File: config.mk
export PLATFORM = sky130hd
export DESIGN_NAME = cmutex_split6_sync
export DESIGN_NICKNAME = d
export VERILOG_FILES = /design/src/rtl/cmutex_split6_sync.sv
export SDC_FILE = /design/constraint.sdc
export NUM_CORES = 1
export LEC_CHECK = 0
export BUFFER_PORTS_ARGS = -buffer_cell sky130_fd_sc_hd__buf_2
export CORE_MARGIN = 1
export CORE_UTILIZATION = 45
export DETAILED_ROUTE_END_ITERATION = 10
export PLACE_DENSITY = 0.87
export SYNTH_ARGS = -nofsm -noshare
export SYNTH_HDL_FRONTEND = slang
export SYNTH_SLANG_ARGS = --single-unit
File: constraint.sdc
create_clock -name clk -period 2.35 [get_ports clk]
set_clock_uncertainty 0.2 [all_clocks]
set_input_delay 0.235 -clock clk [delete_from_list [all_inputs] [get_ports clk]]
set_output_delay 0.235 -clock clk [all_outputs]
set_load 0.1 [all_outputs]
File: src/rtl/cmutex_split6_sync.sv
// cmutex_split6_sync
//   Clocked six-way token splitter. A single upstream drive/data token is
//   steered to one of six downstream channels (i_sel). The channel is held
//   until its free pulse returns, then upstream is released with o_free.
//   Programmable DRIVE_DELAY / FREE_DELAY cycle counts stand in for the
//   delay elements of the asynchronous version.
//
// Ports
//   clk, rst      clock, synchronous active-high reset
//   i_drive       upstream token-valid pulse
//   i_sel, i_data destination channel (0..5) and payload, valid with i_drive
//   o_free        upstream release pulse
//   o_drive[5:0]  per-channel drive pulse (one-hot or zero)
//   o_data        captured payload, shared by all channels
//   i_free[5:0]   per-channel free pulses from downstream
//   o_busy        high whenever not IDLE
//   o_sel_err     pulse: token arrived with i_sel > 5
//   o_proto_err   pulse: protocol violation seen in the previous cycle
module cmutex_split6_sync #(
    parameter int DATA_WIDTH  = 32,
    parameter int DRIVE_DELAY = 4,
    parameter int FREE_DELAY  = 4
) (
    input  logic                  clk,
    input  logic                  rst,
    input  logic                  i_drive,
    input  logic [2:0]            i_sel,
    input  logic [DATA_WIDTH-1:0] i_data,
    output logic                  o_free,
    output logic [5:0]            o_drive,
    output logic [DATA_WIDTH-1:0] o_data,
    input  logic [5:0]            i_free,
    output logic                  o_busy,
    output logic                  o_sel_err,
    output logic                  o_proto_err
);

    typedef enum logic [1:0] {IDLE, DRV_DLY, WAIT_FREE, FREE_DLY} state_t;

    localparam logic [3:0] DRV_LOAD  = 4'(DRIVE_DELAY - 1);
    localparam logic [3:0] FREE_LOAD = 4'(FREE_DELAY - 1);

    state_t                state, state_d;
    logic [3:0]            cnt, cnt_d;
    logic [2:0]            r_sel, sel_d;
    logic [DATA_WIDTH-1:0] data_q, data_d;
    logic                  sel_err_q, sel_err_d;
    logic                  rej_free_q, rej_free_d;
    logic                  proto_q, proto_d;

    logic [5:0] sel_oh;
    logic [5:0] foreign;
    logic       drv_fire, free_win, free_hit, free_done;

    for (genvar k = 0; k < 6; k++) begin : g_ch
        assign sel_oh[k] = (r_sel == 3'(k));
    end

    assign drv_fire  = (state == DRV_DLY) && (cnt == 4'd0);
    // The selected channel may answer in the same cycle it is driven, so the
    // acceptance window opens on the drive cycle, not one cycle later.
    assign free_win  = drv_fire || (state == WAIT_FREE);
    assign foreign   = free_win ? (i_free & ~sel_oh) : i_free;
    assign free_hit  = free_win && |(i_free & sel_oh);
    assign free_done = (state == FREE_DLY) && (cnt == 4'd0);

    always_ff @(posedge clk) begin
        if (rst) begin
            state      <= IDLE;
            cnt        <= '0;
            r_sel      <= '0;
            data_q     <= '0;
            sel_err_q  <= 1'b0;
            rej_free_q <= 1'b0;
            proto_q    <= 1'b0;
        end else begin
            state      <= state_d;
            cnt        <= cnt_d;
            r_sel      <= sel_d;
            data_q     <= data_d;
            sel_err_q  <= sel_err_d;
            rej_free_q <= rej_free_d;
            proto_q    <= proto_d;
        end
    end

    always_comb begin
        state_d    = state;
        cnt_d      = cnt;
        sel_d      = r_sel;
        data_d     = data_q;
        sel_err_d  = 1'b0;
        rej_free_d = 1'b0;
        proto_d    = (i_drive && (state != IDLE)) || (|foreign);
        case (state)
            IDLE: begin
                if (i_drive) begin
                    if (i_sel <= 3'd5) begin
                        data_d  = i_data;
                        sel_d   = i_sel;
                        cnt_d   = DRV_LOAD;
                        state_d = DRV_DLY;
                    end else begin
                        // Bad select is bounced straight back upstream.
                        sel_err_d  = 1'b1;
                        rej_free_d = 1'b1;
                    end
                end
            end
            DRV_DLY: begin
                if (cnt != 4'd0) begin
                    cnt_d = cnt - 4'd1;
                end else if (free_hit) begin
                    cnt_d   = FREE_LOAD;
                    state_d = FREE_DLY;
                end else begin
                    state_d = WAIT_FREE;
                end
            end
            WAIT_FREE: begin
                if (free_hit) begin
                    cnt_d   = FREE_LOAD;
                    state_d = FREE_DLY;
                end
            end
            FREE_DLY: begin
                if (cnt != 4'd0) cnt_d = cnt - 4'd1;
                else             state_d = IDLE;
            end
            default: state_d = IDLE;
        endcase
    end

    assign o_drive     = drv_fire ? sel_oh : 6'b0;
    assign o_free      = free_done | rej_free_q;
    assign o_busy      = (state != IDLE);
    assign o_data      = data_q;
    assign o_sel_err   = sel_err_q;
    assign o_proto_err = proto_q;

endmodule

==> qor.txt, run 1 <==
Sequential-to-total area share from yosys stat -> 0.449
Most used DFF post-synth -> dfxtp_1
Maximum clock rate -> 452 MHz
Synth area leaders -> dfxtp_1 (45%), nand2_1 (14%), a21oi_1 (11%)
Fin crit period -> 2210 ps
Synth Area in XOR/XNOR -> 0
Cell area power density -> 1170 nW/µm²
Final core occ -> 0.734
IO Pins -> 86
Clock-pin transition on the worst setup and hold timing paths -> 90 ps
Ant. Diodes -> 0
CTS tree -> yes
First-pass iteration count of the detailed router -> 5
CP required -> 1910 ps
Initial DRC count -> 84
Yosys warns -> 0
First-pass GRT wire length -> 8770 µm
Starting Density -> 0.472
Crit-path max FO -> 5
Max_cap viols -> 0
PortBufs -> 85
Setup violations, final -> 0
Crit path DAT -> 1780 ps
Post-synthesis mux area share -> 0.0353
Syn Nets -> 296
DR DRC count -> 0
EDFF count, synth -> 0
# rows -> 23
Largest net degree at the start of global routing -> 44
Worst slew pin tran -> 767 ps
GRT Residual Overflow -> 0
CP startpoint kind -> register
# H-tree levels -> 2
TritonCTS Buffers -> 5
Area share of fa/ha/maj cells after synthesis -> 0.0392
Area leader, netlist -> dfxtp_1
Area fraction of the dominant cell type after synthesis -> 0.449
Final setup TNS -> 0 ps
Layout Nets -> 414
Crit path capture type -> primary output
Power Total -> 3.48 mW
Leakage -> 1.33 nW
Final Max Slew Viols -> 0
Final instance count without filler cells -> 415
GRT Util Overall -> 0.256
Final hold vios -> 0
DRT antenna net count -> 0
DR vias/cell -> 5.23
DP Area -> 2510 µm²
Placer Congestion -> 0.871
Maximum VDD drop -> 0.765 mV
Clock sink count -> 43
RSZ-0062 raised after global routing -> false
Clk_lat worst skew -> 300 ps
Layout area overhead -> 55.5%
Die Span Y -> 67.2 µm
CP Launch Point -> cnt[0]$_SDFFE_PP0P_
Share of cells above drive strength 1 -> 0.312
DP Cell Count -> 373
Complex-gate fraction of the synthesized area -> 0.184
Status -> completed
Reg2Reg Launch Point -> r_sel[0]$_SDFFE_PP0P_
Buffer depth of the longest clock path -> 2
Ys async rst share -> 0
Post-route clock period utilization -> 0.942
WS Path Type -> register to primary output
Yosys reg bits -> 43
Relative slew slack -> 0.489
Vias in the first global route -> 2,027
HPWL Detailed -> 3380 µm
Total number of vias -> 2,171
Initial antenna violation count -> 0
CTS root buffer -> clkbuf_8
Syn_area_per_cell -> 7.79 µm²
Post-Syn Instances -> 246
Unique cell type count in the Yosys netlist -> 37
WL/cell -> 13.7 µm
Synthesized cell area -> 1920 µm²
WL final -> 5700 µm
Core Box Area -> 4060 µm²
Min-delay src -> i_sel[1]
Cell area after layout -> 2980 µm²
Hold Path Class -> input pin to register
Largest family of logic cells by synthesized area -> simple AND/OR/NAND/NOR gates
Simple-Gate Fraction of Synth Area -> 0.250
Die Area -> 4520 µm²
Die W -> 67.2 µm
-- registers in the layout (all words and copies together), names as in the netlist --
signal       count
state            2
o_data          32
rej_free_q       1
r_sel            3
o_proto_err      1
cnt              4
-- cells in the final DEF, fill, tap and decap left out, types with 2 or more instances in the layout --
cell and instances:
a211oi_1 4, nand2b_1 2, a21oi_1 43, and2_1 2, o21ai_0 3, nor3_1 5
mux2i_1 3, buf_6 2, dfxtp_1 43, a21o_1 2, nor2_1 16, ha_1 4
nand2_1 71, a31oi_1 2, inv_1 3, buf_12 2, nor2b_1 3, o21ai_1 2
dlygate4sd3_1 33, clkbuf_8 5, buf_4 8, buf_2 79, ha_4 2
-- synthesized netlist by cell type, types with 3 or more instances --
cell / count
ha_1: 6
mux2i_1: 3
o21ai_0: 3
nand2_1: 71
inv_1: 4
a21oi_1: 44
nor3_1: 5
nor2_1: 17
clkbuf_1: 12
dfxtp_1: 43
a211oi_1: 4
nor2b_1: 3
-- final timing paths --
| kind | slack, ps | depth (start not counted) | end |
|---|---|---|---|
| max | 140 | 5 | o_drive[3] |
| min | 50 | 3 | rej_free_q$_SDFF_PP0_ |
| max reg2reg | 140 | 7 | state[0]$_SDFFE_PP0P_ |
| min reg2reg | 250 | 2 | o_data[0]$_SDFFE_PP0P_ |
-- timing repair --
action	in CTS	in global routing
hold buffers	33	0
endpoints found under the hold margin	33	0
setup buffers	0	1
endpoints found under the setup margin	3	5
pin swaps	0	1
resized for setup	3	5
-- stage by stage --
stage	hold slack (ps)	setup WS, ps
after floorplan	171	14.2
after global placement	238	220
after detailed placement	243	165
after CTS	42.4	8.66
after global routing	82.2	8.94
final	51.7	136
-- where the power goes --
group	internal, mW	switching (mW)
Combinational	0.526	1.42
Clock	0.317	0.268
Sequential	0.856	0.0938
Total	1.70	1.78
-- routing by layer --
| metal | global-route usage | routed length, µm |
|---|---|---|
| met3 | 0.0760 | 349 |
| met5 | 0 | 0 |
| met2 | 0.455 | 3030 |
| met4 | 0.112 | 72 |
| met1 | 0.280 | 2240 |
-- final cells by class --
cell class | count | area, µm²
Clock buffer | 5 | 68.8
Clock inverter | 3 | 43.8
Fill cell | 291 | 1080
Inverter | 5 | 21.3
Multi-Input combinational cell | 184 | 1060
Sequential cell | 43 | 861
Tap cell | 50 | 62.6
Timing Repair Buffer | 125 | 856
-- kinds of logic (layout without fill, tap and decap cells) --
family,after synthesis,count (layout)
AO/OA/AOI/OAI,62,62
adder cells (fa/ha/maj),6,6
AND/OR/NAND/NOR,110,110
flip-flops,43,43
buffers and inverters,19,138
multiplexers,6,6
-- critical path: stages, from the launching register on --
cell and delay [ps]:
dfxtp_1 350, inv_1 120, ha_4 170, nand4bb_4 190
nor4bb_4 320, buf_4 330
(Power assumes the default switching activity.)
==> inputs of run 2 (changes only) <==
--- a/config.mk
+++ b/config.mk
@@ -5,6 +5,7 @@
 export SDC_FILE = /design/constraint.sdc
 export NUM_CORES = 1
 export LEC_CHECK = 0
+export ABC_AREA = 1
 export BUFFER_PORTS_ARGS = -buffer_cell sky130_fd_sc_hd__buf_2
 export CORE_MARGIN = 1
 export CORE_UTILIZATION = 45
==> run 2 against run 1 <==
  * Sequential power up 7%
  * Critical path type unchanged
  * Hold slack got worse by 6.9 ps
  * Worst setup slack improved by 78 ps
  * Largest power group unchanged
  * Sequential share of layout area is 1.1 points higher
  * Fmax increased by 3.7%
==> qor.txt, run 2 <==
Area fraction of the dominant cell type after synthesis -> 0.443 (-0.00665)
Initial DRC count -> 161 (+92%)
TritonCTS Buffers -> 5 (unchanged)
Die Area -> 4590 µm² (+1.4%)
Switch Pwr -> 2.08 mW (+17%)
Most common cell in the netlist -> nor2_1
Reg2Reg Launch Point -> state[0]$_SDFFE_PP0P_
Ys async rst share -> 0 (unchanged)
P_int -> 1.65 mW (-3.0%)
Setup violations, final -> 0 (unchanged)
Sequential-to-total area share from yosys stat -> 0.443 (-0.00665)
Sequential share of power -> 0.274 (about the same)
Die W -> 67.7 µm (+0.72%)
Die Span Y -> 67.7 µm (+0.72%)
Yosys reg bits -> 43 (unchanged)
Max_cap viols -> 0 (unchanged)
IO Pins -> 86 (unchanged)
Initial antenna violation count -> 0 (unchanged)
Most common cell after layout, fill and taps aside -> buf_2
Post-Syn Instances -> 276 (+12%)
Clock sink count -> 43 (unchanged)
CTS tree -> yes
RR Endpoint -> r_sel[0]$_SDFFE_PP0P_
Final setup margin -> 215 ps (+78.4 ps)
Clock-pin transition on the worst setup and hold timing paths -> 80 ps (about the same)
Final Max Slew Viols -> 0 (unchanged)
Share of cells above drive strength 1 -> 0.270 (-0.0426)
First-pass iteration count of the detailed router -> 4 (-1)
Hold Path Class -> input pin to register
Syn Nets -> 326 (+10%)
Synthesized cell area -> 1940 µm² (+1.5%)
Worst slew pin tran -> 581 ps (-185 ps)
EDFF count, synth -> 0 (unchanged)
Synth cell count leaders -> nor2_1 (77), o21ai_0 (46), dfxtp_1 (43)
GRT Util Overall -> 0.259 (+0.00254)
Comb pwr share -> 0.568 (+0.009)
Starting Density -> 0.476 (+0.00372)
WL final -> 5570 µm (-2.2%)
FF-to-FF path depth -> 7 (unchanged)
Max reg flops -> 32 (unchanged)
Vias in the first global route -> 1,978 (-2.4%)
Postcts setup bufs -> 0 (unchanged)
Clk pwr share -> 0.159 (-0.009)
Buffer depth of the longest clock path -> 2 (unchanged)
Clk_lat worst skew -> 290 ps (about the same)
Min-delay src -> i_sel[1]
DR vias/cell -> 5.00 (-4.5%)
Post-route clock period utilization -> 0.909 (-0.0333)
Crit path capture type -> primary output
Final instance count without filler cells -> 443 (+6.7%)
Largest net degree at the start of global routing -> 37 (-16%)
Area leader, netlist -> dfxtp_1
Yosys warns -> 0 (unchanged)
Hold Path Depth -> 3 (unchanged)
WS Path Type -> register to primary output
Core Box Area -> 4090 µm² (+0.71%)
# H-tree levels -> 2 (unchanged)
DP Area -> 2400 µm² (-4.1%)
Crit path DAT -> 1700 ps (-80 ps)
DR DRC count -> 0 (unchanged)
First-pass GRT wire length -> 8800 µm (+0.32%)
Hold endpoint -> rej_free_q$_SDFF_PP0_
Power Total -> 3.73 mW (+7.2%)
Syn_area_per_cell -> 7.04 µm² (-9.5%)
Placer Congestion -> 0.895 (+2.7%)
Ant. Diodes -> 0 (unchanged)
CP startpoint kind -> register
WL/cell -> 12.6 µm (-8.4%)
Cell area after layout -> 2870 µm² (-3.7%)
Fin crit period -> 2140 ps (-78.4 ps)
RSZ-0062 raised after global routing -> false
PortBufs -> 85 (unchanged)
Leakage -> 1.46 nW (+9.4%)
# rows -> 23 (unchanged)
Final hold vios -> 0 (unchanged)
Crit-path max FO -> 7 (+2)
CP required -> 1910 ps (about the same)
Maximum VDD drop -> 0.916 mV (+20%)
Status -> completed
Switching share of power -> 0.558 (+0.0463)
HPWL Detailed -> 3480 µm (+2.9%)
Hold WS -> 44.7 ps (-6.94 ps)
Relative slew slack -> 0.612 (+0.123)
Most used DFF post-synth -> dfxtp_1
Synth area leaders -> dfxtp_1 (44%), nor2_1 (15%), o21ai_0 (12%)
Total number of vias -> 2,213 (+1.9%)
Most frequent cells in the layout -> buf_2 (79), nor2_1 (76), o21ai_0 (46)
CTS root buffer -> clkbuf_8
Reg2reg setup slack -> 410 ps (+270 ps)
Unique cell type count in the Yosys netlist -> 22 (-41%)
Layout Nets -> 442 (+6.8%)
DRT antenna net count -> 0 (unchanged)
Cell area power density -> 1300 nW/µm² (+11%)
Pre-CTS setup slack -> 391 ps (+225 ps)
DP Cell Count -> 402 (+7.8%)
Layout area overhead -> 47.5%
Maximum clock rate -> 468 MHz (+3.7%)
GRT Residual Overflow -> 0 (unchanged)
## run 2: kinds of logic (layout without fill, tap and decap cells)
group	after synthesis	after routing	synth area share
buf+inv	36	153	0.0791
fa+ha+maj	6	6	0.0386
simple gates	133	133	0.284
compound gates	58	58	0.155
flops	43	43	0.443
## run 2: worst max-delay path by stage
stage | start | to | slack, ps
after floorplan | cnt[0]$_SDFFE_PP0P_ | o_drive[0] | -210
after global placement | cnt[0]$_SDFFE_PP0P_ | o_drive[5] | 440
after detailed placement | cnt[0]$_SDFFE_PP0P_ | o_drive[5] | 390
after CTS | cnt[0]$_SDFFE_PP0P_ | o_drive[5] | 70
after global routing | cnt[0]$_SDFFE_PP0P_ | o_drive[0] | 30
final | cnt[0]$_SDFFE_PP0P_ | o_drive[0] | 210
## run 2: layout make-up
cell class | instances | area, µm²
Timing Repair Buffer | 120 | 786
Tap cell | 50 | 62.6
Inverter | 25 | 93.8
Multi-Input combinational cell | 197 | 947
Fill cell | 321 | 1220
Sequential cell | 43 | 861
Clock inverter | 2 | 35.0
Clock buffer | 6 | 82.6
## run 2: stage by stage
stage / setup TNS (ps) / utilization
finish: 0 / 0.702
global route: 0 / 0.702
CTS: 0 / 0.698
detailed placement: 0 / 0.588
global placement: 0 / 0.588
floorplan: -1030 / -
## run 2: power groups by stage
| stage | Sequential [mW] | Clock [mW] | Combinational [mW] |
|---|---|---|---|
| 4_1_cts | 1.02 | 0.604 | 2.10 |
| 3_5_place_dp | 1.03 | 0 | 2.05 |
| 2_1_floorplan | 1.99 | 0 | 0.770 |
| 5_1_grt | 1.04 | 0.636 | 2.25 |
| 3_3_place_gp | 1.02 | 0 | 2.03 |
| 6_report | 1.02 | 0.592 | 2.12 |
## run 2: metal layers
layer  vias up  routed length (µm)  track usage
met3         7                 428       0.0777
li1       1114                   -            -
met4         0                  69        0.101
met2        95                2690        0.421
met5         -                   0            0
met1       997                2380        0.317
## run 2: repair_timing
action                                 CTS  global route
endpoints found under the hold margin   33             0
resized for setup                        0             7
setup endpoints to repair                0             6
hold buffers                            33             0
## run 2: critical path, stage by stage (launching register included)
cell      delay, ps
dfxtp_1         350
inv_1           110
ha_1            150
nand2_1          70
nor2_2          110
nand2_2         150
nor2_1          130
clkbuf_4        340
